--- config.mk ---
export PLATFORM = sky130hd
export DESIGN_NAME = fix_to_single
export DESIGN_NICKNAME = d
export VERILOG_FILES = /design/src/rtl/fix_to_single.sv
export SDC_FILE = /design/constraint.sdc
export NUM_CORES = 1
export LEC_CHECK = 0
export CORE_UTILIZATION = 59
export DETAILED_ROUTE_END_ITERATION = 10
export GPL_ROUTABILITY_DRIVEN = 0
export PLACE_DENSITY = 0.87
export RECOVER_POWER = 50
export SETUP_SLACK_MARGIN = 0.1
export SLEW_MARGIN = 20
export SYNTH_ARGS = -nofsm -noshare
export SYNTH_HDL_FRONTEND = slang
export SYNTH_SLANG_ARGS = --single-unit
--- constraint.sdc ---
create_clock -name clk -period 6.8 [get_ports clk]
set_clock_uncertainty 0.05 [all_clocks]
set_input_delay 1.36 -clock clk [delete_from_list [all_inputs] [get_ports clk]]
set_output_delay 1.36 -clock clk [all_outputs]
set_load 0.1 [all_outputs]
--- src/rtl/fix_to_single.sv ---
// rtl/fix_to_single.sv - signed fixed-point to IEEE-754 single converter, one normalising shift per clock
module fix_to_single #(
    parameter int INT_WIDTH   = 8,
    parameter int FRACT_WIDTH = 24,
    localparam int W          = INT_WIDTH + FRACT_WIDTH
) (
    input  logic         clk,
    input  logic         rst,
    input  logic         in_valid,
    output logic         in_ready,
    input  logic [W-1:0] fixed_point,
    output logic         out_valid,
    input  logic         out_ready,
    output logic [31:0]  single
);

    // Exponent of a magnitude whose MSB sits at bit W-1 before any shift.
    localparam int EXP_BIAS = 127 + W - 1 - FRACT_WIDTH;
    localparam int SHW      = 7;

    typedef enum logic [1:0] {
        IDLE  = 2'd0,
        NORM  = 2'd1,
        ROUND = 2'd2,
        DONE  = 2'd3
    } state_t;

    state_t         state;
    logic           sign;
    logic           zero;
    logic [W-1:0]   mag;
    logic [SHW-1:0] sh;

    logic [W-1:0]   fx_abs;
    logic [W+22:0]  mant_src;
    logic [22:0]    mant;
    logic           guard;
    logic           sticky;
    logic           round_up;
    logic [23:0]    mant_rnd;
    logic           carry;
    logic [22:0]    mant_out;
    logic [7:0]     exp_fin;

    // Magnitude of the incoming word; the most negative value wraps to 2^(W-1), which is the correct unsigned magnitude.
    assign fx_abs = fixed_point[W-1] ? (~fixed_point + W'(1)) : fixed_point;

    // Fraction bits below the hidden one, zero-padded so narrow words still yield 23 mantissa bits plus guard.
    assign mant_src = {mag[W-2:0], 24'd0};
    assign mant     = mant_src[W+22 -: 23];
    assign guard    = mant_src[W-1];
    assign sticky   = |mant_src[W-2:0];
    assign round_up = guard && (sticky || mant[0]);

    // Round to nearest even; a carry out of the mantissa bumps the exponent and clears the fraction.
    assign mant_rnd = {1'b0, mant} + {23'd0, round_up};
    assign carry    = mant_rnd[23];
    assign mant_out = carry ? 23'd0 : mant_rnd[22:0];
    assign exp_fin  = 8'(EXP_BIAS) - {1'b0, sh} + {7'd0, carry};

    // Control FSM: capture, normalise one bit per cycle, round, then hold the result until accepted.
    always_ff @(posedge clk or posedge rst) begin
        if (rst) begin
            state     <= IDLE;
            sign      <= 1'b0;
            zero      <= 1'b0;
            mag       <= '0;
            sh        <= '0;
            single    <= 32'h0;
            out_valid <= 1'b0;
            in_ready  <= 1'b1;
        end else begin
            case (state)
                IDLE: begin
                    if (in_valid) begin
                        sign     <= fixed_point[W-1];
                        mag      <= fx_abs;
                        sh       <= '0;
                        in_ready <= 1'b0;
                        if (fx_abs == '0) begin
                            zero  <= 1'b1;
                            state <= ROUND;
                        end else if (fx_abs[W-1]) begin
                            zero  <= 1'b0;
                            state <= ROUND;
                        end else begin
                            zero  <= 1'b0;
                            state <= NORM;
                        end
                    end
                end
                NORM: begin
                    if (mag[W-1]) begin
                        state <= ROUND;
                    end else begin
                        mag <= mag << 1;
                        sh  <= sh + SHW'(1);
                        // The shift that lands the leading one in the MSB also ends normalisation.
                        if (mag[W-2]) begin
                            state <= ROUND;
                        end
                    end
                end
                ROUND: begin
                    single <= zero ? 32'h0 : {sign, exp_fin, mant_out};
                    state  <= DONE;
                end
                DONE: begin
                    if (!out_valid) begin
                        out_valid <= 1'b1;
                    end else if (out_ready) begin
                        out_valid <= 1'b0;
                        in_ready  <= 1'b1;
                        state     <= IDLE;
                    end
                end
                default: begin
                    state <= IDLE;
                end
            endcase
        end
    end

endmodule

==> metrics, run 1 <==
status complete, no violations; CTS clk-pin slew, worst paths 0.07 ns; Startpoint Class input port; DRC 0; asr flop ratio synth between 90% and 100%; largest net degree at the start of global routing 78; pwr dens 477 nW/um^2; Leak roughly 0.0023 uW; WHS Path Cells 1; Final min period 4.35 ns; depth of the most critical reg-to-reg path 12; commonest non-fill, non-tap cell in the layout dfrtp_1; GR Overflow Total 0; hold_buf cts 0; Routed Antenna Nets 0; drt pass-1 iters 5; Yosys cell types 50; Final Hold Fails 0; CP Capture Type register; first-pass GRT wire length 18.4 mm; Routed wire per std cell around 16 um; vias in the first global route 3861; Root Driver clkbuf_8; Post-Syn Area 4800 um^2; Relative slew margins 24.6%; CTS tree built; r2r endpoint single[29]; Die ar. 8500 um^2; share of cells above drive strength 1 under 10%; clk sinks 77; Area Overhead vs Synth 18.6%; final wirelength about 11 mm; Num CTS Buffers 9; Max Cap Viol 0; worst vdd ir between 200 and 300 uV; I/O pins 70; core area 7810 um^2; Synthesized Nets about 600; worst min-delay path category reg -> reg; fin. max-slew vios 0; Row Count 32; placed cell area 5500 um^2; worst hold start single[13]; unrepaired setup endpoints after global routing false; dpl hpwl 8.15 mm; number of synthesized flops with an enable pin 0; # diodes 0; Yosys top cell area share around 40%; RR Startpoint mag[8]; All-Layer GR Usage a little over a quarter; H-tree depth 3; warnings from Yosys 0; Setup-failing EPs final 0; Setup Total Neg Slack 0 ns; CP Class in -> reg; Finished Cell Area 5690 um^2; Post-CTS Setup Inserts 0; top_reg_cell synth dfrtp_1; vias per cell approximately 6; I/O Buffers 69; crit path DAT 4.53 ns; sequential area share after synthesis 40.2%; Clock Path Buffers 2; Die H 92.2 um; Worst R2R Setup Slack roughly 3.6 ns; antenna violations before repair 0; most frequent cells in the layout 76 x dfrtp_1, 67 x nand2_1, 66 x clkdlybuf4s50_1, 51 x nor2_1, 49 x xor2_1; Die X approximately 92 um; part of the cycle the worst path needs a little under two thirds; cell taking the most area after synthesis dfrtp_1; maximum fanout along the worst path 8; effective utilization at floorplan approximately three fifths; CTS resizes 0; final layout net count 646; syn avg cell area 8.67 um^2; via count about 4300; Initial DRC Count 342; number of synthesized register bits 77; worst path required time 6.99 ns; Mapped Cells 553; fmax 0.230 GHz; Worst-Skew Late Latency 0.36 ns; top post-synthesis cells by area dfrtp_1 40%, xor2_1 8.9%, o2bb2ai_1 5.5%, nand2_1 5.2%, o21ai_0 4.6%; Worst-Margin Slew 1.13 ns; WHS Endpoint single[13]
==> layer usage <==
layer / vias up / GRT usage [%] / part of all wire, %
li1: 2071 / - / -
met1: 2060 / 38.5 / 45
met2: 155 / 43.0 / 48
met3: 22 / 3.40 / 5.3
met4: 0 / 10.8 / 2.0
met5: - / 0 / 0
==> worst max-delay path by stage <==
stage	to	from	slack, ns	cells after the start
6_report	state[0]	fixed_point[2]	2.45	9
5_1_grt	state[0]	fixed_point[2]	2.25	9
4_1_cts	state[0]	fixed_point[2]	2.49	9
3_5_place_dp	state[0]	fixed_point[0]	2.14	11
3_3_place_gp	state[0]	fixed_point[12]	2.31	9
2_1_floorplan	state[1]	fixed_point[12]	2.80	10
==> cell families (layout without fill, tap and decap cells) <==
family / after synthesis / in the layout / synth area share, %
AOI/OAI and AO/OA: 151 / 151 / 20.6
DFF: 77 / 77 / 40.2
adders and majority gates: 9 / 9 / 2.35
muxes: 3 / 3 / 0.626
xor gates and xnor gates: 63 / 63 / 11.5
buffers and inverters: 48 / 101 / 4.07
and+or+nand+nor: 202 / 202 / 20.7
==> state kept, by name, indices dropped and copies added (netlist names) <==
signal	cells
mag	32
sign	1
single	32
zero	1
out_valid	1
in_ready	1
sh	7
state	2
==> metrics by stage <==
stage | hold slack, ns | util, % | setup WS, ns | instances | total power, uW
detailed placement | 0.423 | 70.4 | 2.14 | 692 | 2360
global route | 0.454 | 72.9 | 2.25 | 708 | 2880
finish | 0.436 | 72.9 | 2.45 | 708 | 2710
CTS | 0.443 | 72.9 | 2.49 | 708 | 2720
floorplan | 0.400 | - | 2.80 | 553 | 2000
global placement | 0.418 | 70.4 | 2.31 | 692 | 2310
==> cell usage after synthesis, types with 11 or more instances <==
master     number
o21ai_0        44
clkbuf_1       31
dfrtp_1        76
a21oi_1        36
nand2_1        67
nor2_1         51
o31ai_1        11
inv_1          12
xnor2_1        14
nand3_1        12
nand4_1        11
xor2_1         49
nor3_1         13
o2bb2ai_1      30
==> power breakdown <==
group	total, uW	switching, uW	internal, uW	leakage (uW)
combinational	1520	1080	438	0.00118
clock	345	164	181	0.0000938
sequential	848	196	652	0.000982
==> cell type report <==
class	instances	area (um^2)
Fill cell	592	2120
Clock buffer	13	149
Sequential cell	77	1930
Clock inverter	3	46.3
Multi-Input combinational cell	428	2670
Inverter	12	45.0
Tap cell	102	128
Timing Repair Buffer	73	721
==> worst max-delay path, cell delays in order <==
cell and delay (ns):
clkdlybuf4s50_1 0.54, nor4_1 0.78, nand4_1 0.42, o31ai_1 0.37, xor2_1 0.25, o2111ai_1 0.15, nor4_2 0.38, a21oi_2 0.11
o22a_1 0.17
(Power assumes the default switching activity.)
==> inputs of run 2 (changes only) <==
Settings changed: CORE_UTILIZATION 59 to 55, PLACE_DENSITY 0.87 to 0.82.
Clock period 6.8 ns to 4.2 ns, I/O delays scaled along.
==> run 2 against run 1 <==
The flow now finishes with violations (capacitance limit, slew limit). Clock power is 66% higher. Die area up 7.1%. Sequential power grew 62%. Wire length increased by 4.7%. Via count increased by 1.2%. Critical path type unchanged. Largest cell class unchanged. Largest power group unchanged.
==> metrics, run 2 (same netlist as run 1, synthesis figures left out) <==
fin. max-slew vios 63 (+63); Setup Total Neg Slack 0 ns (unchanged); worst setup margin 0.508 ns (-1.94 ns); DRC 0 (unchanged); Max Cap Viol 2 (+2); Routed wire per std cell 16.3 um (+2.9%); CTS tree built; Finished Cell Area 5770 um^2 (+1.3%); dpl cells 705 (+1.9%); first-pass GRT wire length 19.7 mm (+6.8%); Leak 0.00231 uW (+2.4%); unrepaired setup endpoints after global routing false; Setup-failing EPs final 0 (unchanged); Clock Path Buffers 2 (unchanged); Routed Antenna Nets 0 (unchanged); Die H 95.4 um (+3.5%); hold_buf cts 0 (unchanged); Area Overhead vs Synth 20.2%; dpl hpwl 8.58 mm (+5.2%); CP Capture Type register; CTS resizes 0 (unchanged); Num CTS Buffers 9 (unchanged); final layout net count 656 (+1.5%); Worst-Margin Slew 1.65 ns (+0.525 ns); Initial DRC Count 274 (-20%); CTS clk-pin slew, worst paths 0.08 ns (about the same); vias per cell 6.05 (-0.59%); GR Overflow Total 0 (unchanged); biggest regs mag x32, single x32, sh x7; Relative slew margins -10.2% (-35 points); worst path required time 4.39 ns (-2.60 ns); most frequent cells in the layout 76 x dfrtp_1, 67 x nand2_1, 66 x clkdlybuf4s50_1, 51 x nor2_1, 49 x xor2_1; part of the cycle the worst path needs 87.9%; Row Count 33 (+3.1%); violated checks capacitance limit, slew limit; antenna violations before repair 0 (unchanged); effective utilization at floorplan 57.5% (-3.9 points); core area 8340 um^2 (+6.8%); Startpoint Class input port; share of cells above drive strength 1 6.33% (+1.7 points); pre-CTS WS 0.171 ns (-1.97 ns); Root Driver clkbuf_8; status finished, violations left; H-tree depth 3 (unchanged); clk sinks 77 (unchanged); Final Hold Fails 0 (unchanged); pwr dens 768 nW/um^2 (+61%); vias in the first global route 4077 (+5.6%); final wirelength 11.8 mm (+4.7%); Final Util 69.1% (-3.8 points); Die X 95.4 um (+3.5%); I/O Buffers 69 (unchanged); via count 4361 (+1.2%); CP Class in -> reg; Final min period 3.69 ns; placed cell area 5570 um^2 (+1.4%); Post-CTS Setup Inserts 0 (unchanged); All-Layer GR Usage 28.0% (+0.64 points); Die ar. 9100 um^2 (+7.1%); post-route insts no fill 721 (+1.8%); # diodes 0 (unchanged); commonest non-fill, non-tap cell in the layout dfrtp_1; drt pass-1 iters 5 (unchanged); largest net degree at the start of global routing 42 (-46%); crit path DAT 3.89 ns (-0.64 ns); fmax between 0.2 and 0.3 GHz; Worst-Skew Late Latency 0.35 ns (about the same); maximum fanout along the worst path 5 (-3); worst vdd ir 388 uV (+52%); I/O pins 70 (unchanged); worst min-delay path category reg -> reg
[run 2: power by group]
part	switching [uW]	internal [uW]	leakage, uW
combinational	1760	723	0.00123
sequential	320	1050	0.000982
clock	283	290	0.000102
[run 2: area by class of cell]
class / instances / area (um^2)
flip-flops and latches: 77 / 1930
repair buffers: 83 / 788
inverters: 12 / 45.0
clock buffers: 10 / 138
multi-input cells: 428 / 2670
fillers: 661 / 2570
well taps: 105 / 131
clock inverters: 6 / 61.3
[run 2: per-layer routing]
metal / share of wire (%) / routed length, um / vias to the layer above / global-route usage [%]
met1: 46 / 5390 / 2077 / 38.1
met3: 4.9 / 583 / 18 / 4.07
met4: 1.6 / 191 / 0 / 8.83
li1: - / - / 2099 / -
met5: 0 / 0 / - / 0
met2: 48 / 5620 / 167 / 46.1
[run 2: critical path, stage by stage]
cell and delay [ns]:
clkdlybuf4s50_1 0.49, inv_1 0.10, ha_1 0.23, nor3b_1 0.60, buf_4 0.24, a31oi_1 0.10
nor4_1 0.49, o211ai_2 0.17, nor4_2 0.36, a21oi_2 0.10, o22a_1 0.17
[run 2: path summary, 6_finish.rpt]
kind	startpoint	endpoint	slack (ns)	depth (start not counted)
max in group asynchronous	rst	mag[29]	1.15	3
hold / removal	single[16]	single[16]	0.44	1
min in group asynchronous	rst	single[8]	0.98	2
setup / recovery	fixed_point[0]	state[0]	0.51	11
setup reg to reg	mag[8]	single[29]	0.99	12
hold reg to reg	single[16]	single[16]	0.44	1
[run 2: per-stage QoR]
stage          total power, uW  hold WS, ns
2_1_floorplan             3240        0.400
3_3_place_gp              3780        0.414
3_5_place_dp              3850        0.423
4_1_cts                   4430        0.444
5_1_grt                   4700        0.453
6_report                  4430        0.437
